File: config.mk
export PLATFORM = sky130hd
export DESIGN_NAME = instr_decode_stage
export DESIGN_NICKNAME = d
export VERILOG_FILES = /design/src/rtl/instr_decode_stage.sv
export SDC_FILE = /design/constraint.sdc
export NUM_CORES = 1
export LEC_CHECK = 0
export CAP_MARGIN = 20
export CORE_ASPECT_RATIO = 2
export CORE_MARGIN = 2
export CORE_UTILIZATION = 50
export CTS_BUF_LIST = sky130_fd_sc_hd__clkbuf_8
export CTS_CLUSTER_SIZE = 25
export DETAILED_ROUTE_END_ITERATION = 10
export GPL_TIMING_DRIVEN = 1
export HOLD_SLACK_MARGIN = 0.12
export PLACE_DENSITY = 0.9
export REMOVE_ABC_BUFFERS = 1
export SLEW_MARGIN = 10
export SYNTH_ARGS = -nofsm -noshare
export SYNTH_HDL_FRONTEND = slang
export SYNTH_SLANG_ARGS = --single-unit
File: constraint.sdc
create_clock -name clk_in -period 2.1 [get_ports clk_in]
set_clock_uncertainty 0.2 [all_clocks]
set_input_delay 0.21 -clock clk_in [delete_from_list [all_inputs] [get_ports clk_in]]
set_output_delay 0.21 -clock clk_in [all_outputs]
set_load 0.01 [all_outputs]
File: src/rtl/instr_decode_stage.sv
// ---------------------------------------------------------------------------
// instr_decode_stage
//
// Registered decode stage between instruction fetch and the immediate
// generator / register file. Each accepted instruction is classified into a
// 3-bit immediate-format code and flagged if its opcode is unknown. The result
// is presented one cycle later through a two-entry skid buffer: main register
// M drives the outputs, and skid register S catches one extra instruction
// while M is stalled.
//
// Handshakes (both sides use strict valid/ready semantics):
//   A transfer happens on a rising clk_in edge when valid and ready are both
//   high in the cycle before that edge. A valid source holds its payload
//   stable until the transfer. Ready may be raised or lowered freely.
//   Upstream:   instr_valid_in / instr_ready_out (instr_ready_out is a
//               register output with no combinational path from ready_in).
//   Downstream: valid_out / ready_in.
//
// Ports:
//   clk_in           clock, rising edge
//   rst_in           synchronous active-high reset
//   flush_in         discard every buffered instruction (and any input
//                    presented in the same cycle)
//   instr_in/pc_in   fetched instruction and its PC
//   instr_valid_in   upstream has an instruction
//   instr_ready_out  stage can accept an instruction (= skid entry empty)
//   instr_out/pc_out buffered instruction and PC (RESET_INSTR / 0 when empty)
//   imm_type_out     000 none, 001 I, 010 S, 011 B, 100 U, 101 J
//   rs1/rs2/rd_out   raw register fields of instr_out
//   illegal_out      unrecognised opcode
//   valid_out        outputs hold a decoded instruction
//   ready_in         downstream accepts this cycle
// ---------------------------------------------------------------------------
module instr_decode_stage #(
    parameter int          XLEN        = 32,
    parameter logic [31:0] RESET_INSTR = 32'h0000_0013
) (
    input  logic            clk_in,
    input  logic            rst_in,
    input  logic            flush_in,
    input  logic [XLEN-1:0] instr_in,
    input  logic [XLEN-1:0] pc_in,
    input  logic            instr_valid_in,
    output logic            instr_ready_out,
    output logic [XLEN-1:0] instr_out,
    output logic [XLEN-1:0] pc_out,
    output logic [2:0]      imm_type_out,
    output logic [4:0]      rs1_out,
    output logic [4:0]      rs2_out,
    output logic [4:0]      rd_out,
    output logic            illegal_out,
    output logic            valid_out,
    input  logic            ready_in
);

    localparam logic [2:0] IMM_NONE = 3'b000;
    localparam logic [2:0] IMM_I    = 3'b001;
    localparam logic [2:0] IMM_S    = 3'b010;
    localparam logic [2:0] IMM_B    = 3'b011;
    localparam logic [2:0] IMM_U    = 3'b100;
    localparam logic [2:0] IMM_J    = 3'b101;

    localparam logic [6:0] OP_R      = 7'b0110011;
    localparam logic [6:0] OP_IMM    = 7'b0010011;
    localparam logic [6:0] OP_LOAD   = 7'b0000011;
    localparam logic [6:0] OP_JALR   = 7'b1100111;
    localparam logic [6:0] OP_STORE  = 7'b0100011;
    localparam logic [6:0] OP_BRANCH = 7'b1100011;
    localparam logic [6:0] OP_LUI    = 7'b0110111;
    localparam logic [6:0] OP_AUIPC  = 7'b0010111;
    localparam logic [6:0] OP_JAL    = 7'b1101111;
    localparam logic [6:0] OP_FENCE  = 7'b0001111;
    localparam logic [6:0] OP_SYSTEM = 7'b1110011;

    // Combinational decode of the incoming instruction.
    logic [2:0] dec_imm;
    logic       dec_illegal;

    always_comb begin
        dec_imm     = IMM_NONE;
        dec_illegal = 1'b0;
        unique case (instr_in[6:0])
            OP_R:                       dec_imm = IMM_NONE;
            OP_IMM, OP_LOAD, OP_JALR:   dec_imm = IMM_I;
            OP_STORE:                   dec_imm = IMM_S;
            OP_BRANCH:                  dec_imm = IMM_B;
            OP_LUI, OP_AUIPC:           dec_imm = IMM_U;
            OP_JAL:                     dec_imm = IMM_J;
            OP_FENCE, OP_SYSTEM:        dec_imm = IMM_NONE;
            default:                    dec_illegal = 1'b1;
        endcase
    end

    // Main (output) entry.
    logic            m_valid;
    logic [XLEN-1:0] m_instr;
    logic [XLEN-1:0] m_pc;
    logic [2:0]      m_imm;
    logic            m_illegal;

    // Skid entry.
    logic            s_valid;
    logic [XLEN-1:0] s_instr;
    logic [XLEN-1:0] s_pc;
    logic [2:0]      s_imm;
    logic            s_illegal;

    logic in_xfer;
    logic out_xfer;
    logic m_free;

    assign instr_ready_out = ~s_valid;
    assign in_xfer         = instr_valid_in & instr_ready_out;
    assign out_xfer        = m_valid & ready_in;
    // M can take a new entry this edge if it is empty or being drained.
    assign m_free          = ~m_valid | out_xfer;

    always_ff @(posedge clk_in) begin
        if (rst_in || flush_in) begin
            // Reset and flush leave the stage in the same idle state.
            m_valid   <= 1'b0;
            m_instr   <= RESET_INSTR;
            m_pc      <= '0;
            m_imm     <= IMM_NONE;
            m_illegal <= 1'b0;
            s_valid   <= 1'b0;
            s_instr   <= RESET_INSTR;
            s_pc      <= '0;
            s_imm     <= IMM_NONE;
            s_illegal <= 1'b0;
        end else if (m_free) begin
            if (s_valid) begin
                // Oldest pending instruction moves up; no input can arrive
                // in this cycle because instr_ready_out was already low.
                m_valid   <= 1'b1;
                m_instr   <= s_instr;
                m_pc      <= s_pc;
                m_imm     <= s_imm;
                m_illegal <= s_illegal;
                s_valid   <= 1'b0;
            end else if (in_xfer) begin
                m_valid   <= 1'b1;
                m_instr   <= instr_in;
                m_pc      <= pc_in;
                m_imm     <= dec_imm;
                m_illegal <= dec_illegal;
            end else begin
                // Empty M shows the idle NOP so downstream sees a benign word.
                m_valid   <= 1'b0;
                m_instr   <= RESET_INSTR;
                m_pc      <= '0;
                m_imm     <= IMM_NONE;
                m_illegal <= 1'b0;
            end
        end else if (in_xfer) begin
            // M stalled: park the new instruction in the skid entry.
            s_valid   <= 1'b1;
            s_instr   <= instr_in;
            s_pc      <= pc_in;
            s_imm     <= dec_imm;
            s_illegal <= dec_illegal;
        end
    end

    assign valid_out    = m_valid;
    assign instr_out    = m_instr;
    assign pc_out       = m_pc;
    assign imm_type_out = m_imm;
    assign illegal_out  = m_illegal;
    assign rs1_out      = m_instr[19:15];
    assign rs2_out      = m_instr[24:20];
    assign rd_out       = m_instr[11:7];

endmodule

# Word-level counts from Yosys, hierarchy flattened
# Index checks and enable logic that the tools add are counted.
[op_classes] addsub=0 n_mul=0 n_div=0 magnitude_cmp=0 n_eq_ne=11 shift=0 mux=12 bitwise=6 n_reduce_logical=6
[ops] op="$mux 32" n=4
[ops] op="$eq 7x7->1 const B" n=4
[ops] op="$eq 7x6->1 const B" n=3
[ops] op="$pmux 3 s5" n=1
[ops] op="$eq 7x5->1 const B" n=2
[ops] op="$reduce_or 11->1" n=1
[ops] op="$eq 7x2->1 const B" n=1
[ops] op="$eq 7x4->1 const B" n=1
[ops] op="$mux 3" n=2
[ops] op="$mux 1" n=5
[ops] op="$reduce_or 2->1" n=2
[ops] op="$not 1->1" n=3
[ops] op="$reduce_or 3->1" n=1
[ops] op="$and 1x1->1" n=2
[ops] op="$reduce_and 2->1" n=1
[ops] op="$logic_or 1x1->1" n=1
[ops] op="$or 1x1->1" n=1
[word_totals] regBits=138 latch_bits=0 ram_bits=0 rom_bits=0 output_inout_bits=85 memories=0

# Logic depth before layout (Yosys ltp)
[depth] depth_word=5 ltp_mapped=7 depth_no_buf=4

# Worst setup path after synthesis
# Ideal clock, no wire load.
[synth_timing] path_kind="reg2reg" start="reg m_valid (netlist: valid_out)" end="reg s_instr[0]" setup_ps=139 arrival_ps=1172 t_required_ps=1761 slack_ps=589 path_stages_with_launch=8 n_path_buf=3 cell_sequence="dfxtp_1 nor2b_1 buf_2 and2_1 buf_4 buf_4 nand2_1 o211ai_1"
[synth_between] elab_chain_len=4
[synth_rtl] item="from (decl)" line="95" rtl="logic m_valid;"
[synth_rtl] item="from (signal assigned)" line="121" rtl="m_valid <= 1'b0;"
[synth_rtl] item="from (signal assigned)" line="135" rtl="m_valid <= 1'b1;"
[synth_rtl] item="from (signal assigned)" line="142" rtl="m_valid <= 1'b1;"
[synth_rtl] item="$and 1x1->1 or $not 1->1 (tied branches)" line="114, 116"
[synth_rtl] item="$or 1x1->1 *" line="116" rtl="assign m_free = ~m_valid | out_xfer;"
[synth_rtl] item="$not 1->1 (no source line) *"
[synth_rtl] item="$reduce_and 2->1 (no source line) *"
[synth_rtl] item="to (signal assigned)" line="158" rtl="s_instr <= instr_in;"
[synth_rtl] item="to (decl)" line="103" rtl="logic [XLEN-1:0] s_instr;"
# Mark *: on every way between the ends. The rest lies on a longest branch, timed or not.
# A chain may end at the register's enable or synchronous reset.

# Final worst setup path
[layout_timing] start="reg s_valid" end="out instr_ready_out"
[layout_between] elab_chain_len=1
[layout_rtl] item="from (decl)" line="102" rtl="logic s_valid;"
[layout_rtl] item="from (signal assigned)" line="126" rtl="s_valid <= 1'b0;"
[layout_rtl] item="from (signal assigned)" line="140" rtl="s_valid <= 1'b0;"
[layout_rtl] item="from (signal assigned)" line="157" rtl="s_valid <= 1'b1;"
[layout_rtl] item="$not 1->1" line="112" rtl="assign instr_ready_out = ~s_valid;"
[layout_rtl] item="to (decl)" line="44" rtl="output logic instr_ready_out,"
# Every way passes these cells.

==> results.md <==
- Core outline area: 0.0112 mm2
- Port bufs: 153
- # fillers: 898
- Count of max-cap constraint violations: 0
- Number of clock sinks: 138
- Die X: 79.7 um
- Endpoint of the worst-slack reg-to-reg timing path: instr_out[9]
- Most frequently used cell type in the post-synthesis netlist: sky130_fd_sc_hd__dfxtp_1
- Min-Delay Path Class: in2reg
- Clock tree from TritonCTS: yes
- Number of buffers created by CTS: 17
- Hold violation count in the final report: 0
- Setup crit end kind: output pin
- Critical Path Start Type: flip-flop
- Number of buffers added to fix hold violations after cts: 0
- Top flip-flop cell by instance count after synthesis: sky130_fd_sc_hd__dfxtp_1
- Post-synthesis sequential area ratio: 48.2%
- Number of endpoints failing setup at the final stage: 0
- Tmin final: 2.01 ns
- Status: finished clean
- Post-DP Area: 0.00730 mm2
- Worst-Margin Slew: 0.404 ns
- Cells taking the most area after synthesis: sky130_fd_sc_hd__dfxtp_1 (48%), sky130_fd_sc_hd__nand2_1 (8.9%), sky130_fd_sc_hd__a211oi_1 (8.0%), sky130_fd_sc_hd__and3_1 (6.7%), sky130_fd_sc_hd__a21oi_1 (6.5%)
- H-tree depth: 4
- Start point of the worst hold path: instr_valid_in
- Normalized max-slew margin: 72.8%
- Area of all placed cells without fillers: 0.00768 mm2
- Drt first-iter violations: 456
- DRT antenna net count: 0
- Share of Yosys cell area claimed by the top area cell type: 48.2%
- Number of cell instances on the worst register-to-register path: 6
- Slew Viols, Final: 0
- Classification of the worst setup path: reg2out
- Warnings, synthesis: 0
- Via count: 5617
- Clock Tree Buf Depth: 2
- Detailed-route vias per instance: 5.70
- Number of global-route vias before repair: 5323
- Share of async-settable or async-resettable flops after synthesis: 0%
- DP Worst Slack: 0.228 ns
- F_max: 0.496 GHz
- Count of flip-flops with a built-in enable after synthesis: 0
- Summed negative setup slack over all endpoints: 0 ns
- Synth cell count leaders: sky130_fd_sc_hd__dfxtp_1 (138), sky130_fd_sc_hd__nand2_1 (136), sky130_fd_sc_hd__a21oi_1 (74)
- Arrival time of the worst setup path: 1.60 ns
- Worst setup slack for register-to-register paths: 0.14 ns
- Detailed placer's ending HPWL: 10.6 mm
- Die Span Y: 155 um
- Setup repair after global routing missed its margin: false
- Antenna violations before repair: 1
- Gr ovfl total: 0
- Initial Utilization: 51.1%
- I/O pin count: 154
- Worst vdd rail ir drop: 586 uV
- Post-route clock period utilization: 95.9%
- Post-Synthesis Mean Instance Area: 7.97 um2
- Maximum number of pins on one net before global-route repair: 67
- Remaining routing DRC violations: 0
- Clock transition at the register clock pins on the worst setup and hold paths after CTS: 0.08 ns
- Hold worst-path end: imm_type_out[2]
- Reg-to-reg critical path startpoint: s_valid
- Number of nets in the layout: 900
- Required time reported for the critical path endpoint: 1.69 ns
- Global placement routability congestion: 0.816
- Flip-flop and latch count after synthesis: 138
- Number of cells traversed by the worst hold path: 4
- Area Growth Syn to Fin: 33.9%
- LEAKAGE: 2.93 nW
- Routed wire length per instance: 16.1 um
- Unique masters post-synth: 32
- Clock Latency Late Sink: 0.43 ns
- Drt pass-1 iters: 5
- CP Max Fanout: 10
- Library cell used as clock root buffer: sky130_fd_sc_hd__clkbuf_8
- Total Die Area: 0.0124 mm2
- Drt total wl: 15.8 mm
- Worst Setup Slack, final: 0.0858 ns
- Cell count after synthesis: 720
- Fraction of final layout cells sized beyond drive strength 1: 6.41%
- Global router's overall resource usage: 25.8%
- Total power per unit cell area: 693 mW/mm2
- First-pass GRT wire length: 25.3 mm
- Most area-hungry cell type in the Yosys netlist: sky130_fd_sc_hd__dfxtp_1
- Number of rows in the core area: 55
- Summed instance area of the synthesized netlist: 0.00574 mm2
-- where the power goes --
| part | internal, W | total [W] | switching, W |
|---|---|---|---|
| Clock | 0.00105 | 0.00201 | 0.000958 |
| Combinational | 0.000328 | 0.000611 | 0.000283 |
| Sequential | 0.00267 | 0.00270 | 0.0000338 |
| Total | 0.00405 | 0.00532 | 0.00127 |
-- registers in the layout (all words and copies together), names as in the netlist, 3 cells and up --
signal        count
s_imm             3
s_pc             32
instr_out        32
s_instr          32
pc_out           32
imm_type_out      3
-- routing by layer --
layer  GRT usage [%]  vias to the layer above  part of all wire, %
met5               0                        -                    0
met4            16.6                        0                  5.1
met3            4.76                       53                  4.7
met2            45.6                      229                   54
met1            27.3                     2635                   36
li1                -                     2700                    -
-- cell families after synthesis --
family,after synthesis,share of synthesized area (%)
compound gates,151,16.6
simple gates,344,27.3
flops,138,48.2
mux,1,0.175
buf+inv,86,7.68
-- placed cells by master, fill, tap and decap left out, types with 3 or more instances in the layout --
cell type,Yosys,routed
sky130_fd_sc_hd__inv_1,5,10
sky130_fd_sc_hd__clkinvlp_4,0,3
sky130_fd_sc_hd__nand2b_1,4,3
sky130_fd_sc_hd__clkbuf_8,0,18
sky130_fd_sc_hd__dfxtp_1,138,137
sky130_fd_sc_hd__a221oi_1,5,5
sky130_fd_sc_hd__clkdlybuf4s50_1,0,152
sky130_fd_sc_hd__and3_1,61,61
sky130_fd_sc_hd__o211ai_1,3,3
sky130_fd_sc_hd__buf_4,22,10
sky130_fd_sc_hd__nor3_1,62,62
sky130_fd_sc_hd__o21ai_0,4,4
sky130_fd_sc_hd__buf_12,0,10
sky130_fd_sc_hd__nor2_1,68,68
sky130_fd_sc_hd__a21oi_1,74,74
sky130_fd_sc_hd__a211oi_1,61,61
sky130_fd_sc_hd__nand2_1,136,136
-- per-stage QoR --
step / util (%) / std cells / hold slack (ns) / power (W)
3_3_place_gp: 65.1 / 953 / 0.241 / 0.00336
3_5_place_dp: 65.1 / 953 / 0.247 / 0.00337
4_1_cts: 68.4 / 985 / 0.131 / 0.00535
6_report: 68.5 / 986 / 0.149 / 0.00532
2_1_floorplan: - / 639 / 0.146 / 0.00300
5_1_grt: 68.5 / 986 / 0.133 / 0.00551
-- critical path: stages, from the launching register on --
cell and delay, ns:
sky130_fd_sc_hd__dfxtp_2 0.49, sky130_fd_sc_hd__clkinvlp_4 0.18, sky130_fd_sc_hd__clkdlybuf4s50_1 0.49
-- cell type report --
cell class	count	area (um2)	area share, %
clock inverter	13	116	1.52
tap	142	178	2.31
timing repair buffer	173	1800	23.5
multi-input combinational	496	2550	33.2
sequential	138	2760	36.0
clock buffer	18	248	3.23
antenna	1	2.50	0.0326
inverter	5	22.5	0.293
-- worst max-delay path by stage --
stage                      from              end  slack [ns]  cells past startpoint
detailed placement  instr_in[5]  imm_type_out[0]        0.23                      5
global placement    instr_in[5]  imm_type_out[0]        0.25                      5
global route            s_valid  instr_ready_out        0.04                      2
CTS                     s_valid  instr_ready_out        0.08                      2
floorplan             valid_out         s_imm[0]       -2.88                      4
finish                  s_valid  instr_ready_out        0.09                      2
-- what timing repair did --
action                                  in CTS  in global routing
endpoints found under the setup margin       1                  0
gates resized for setup                      1                  0
hold endpoints to repair                     0                  0
buffers inserted                             1                  0
No activity file was read; power rests on OpenSTA's default activity.
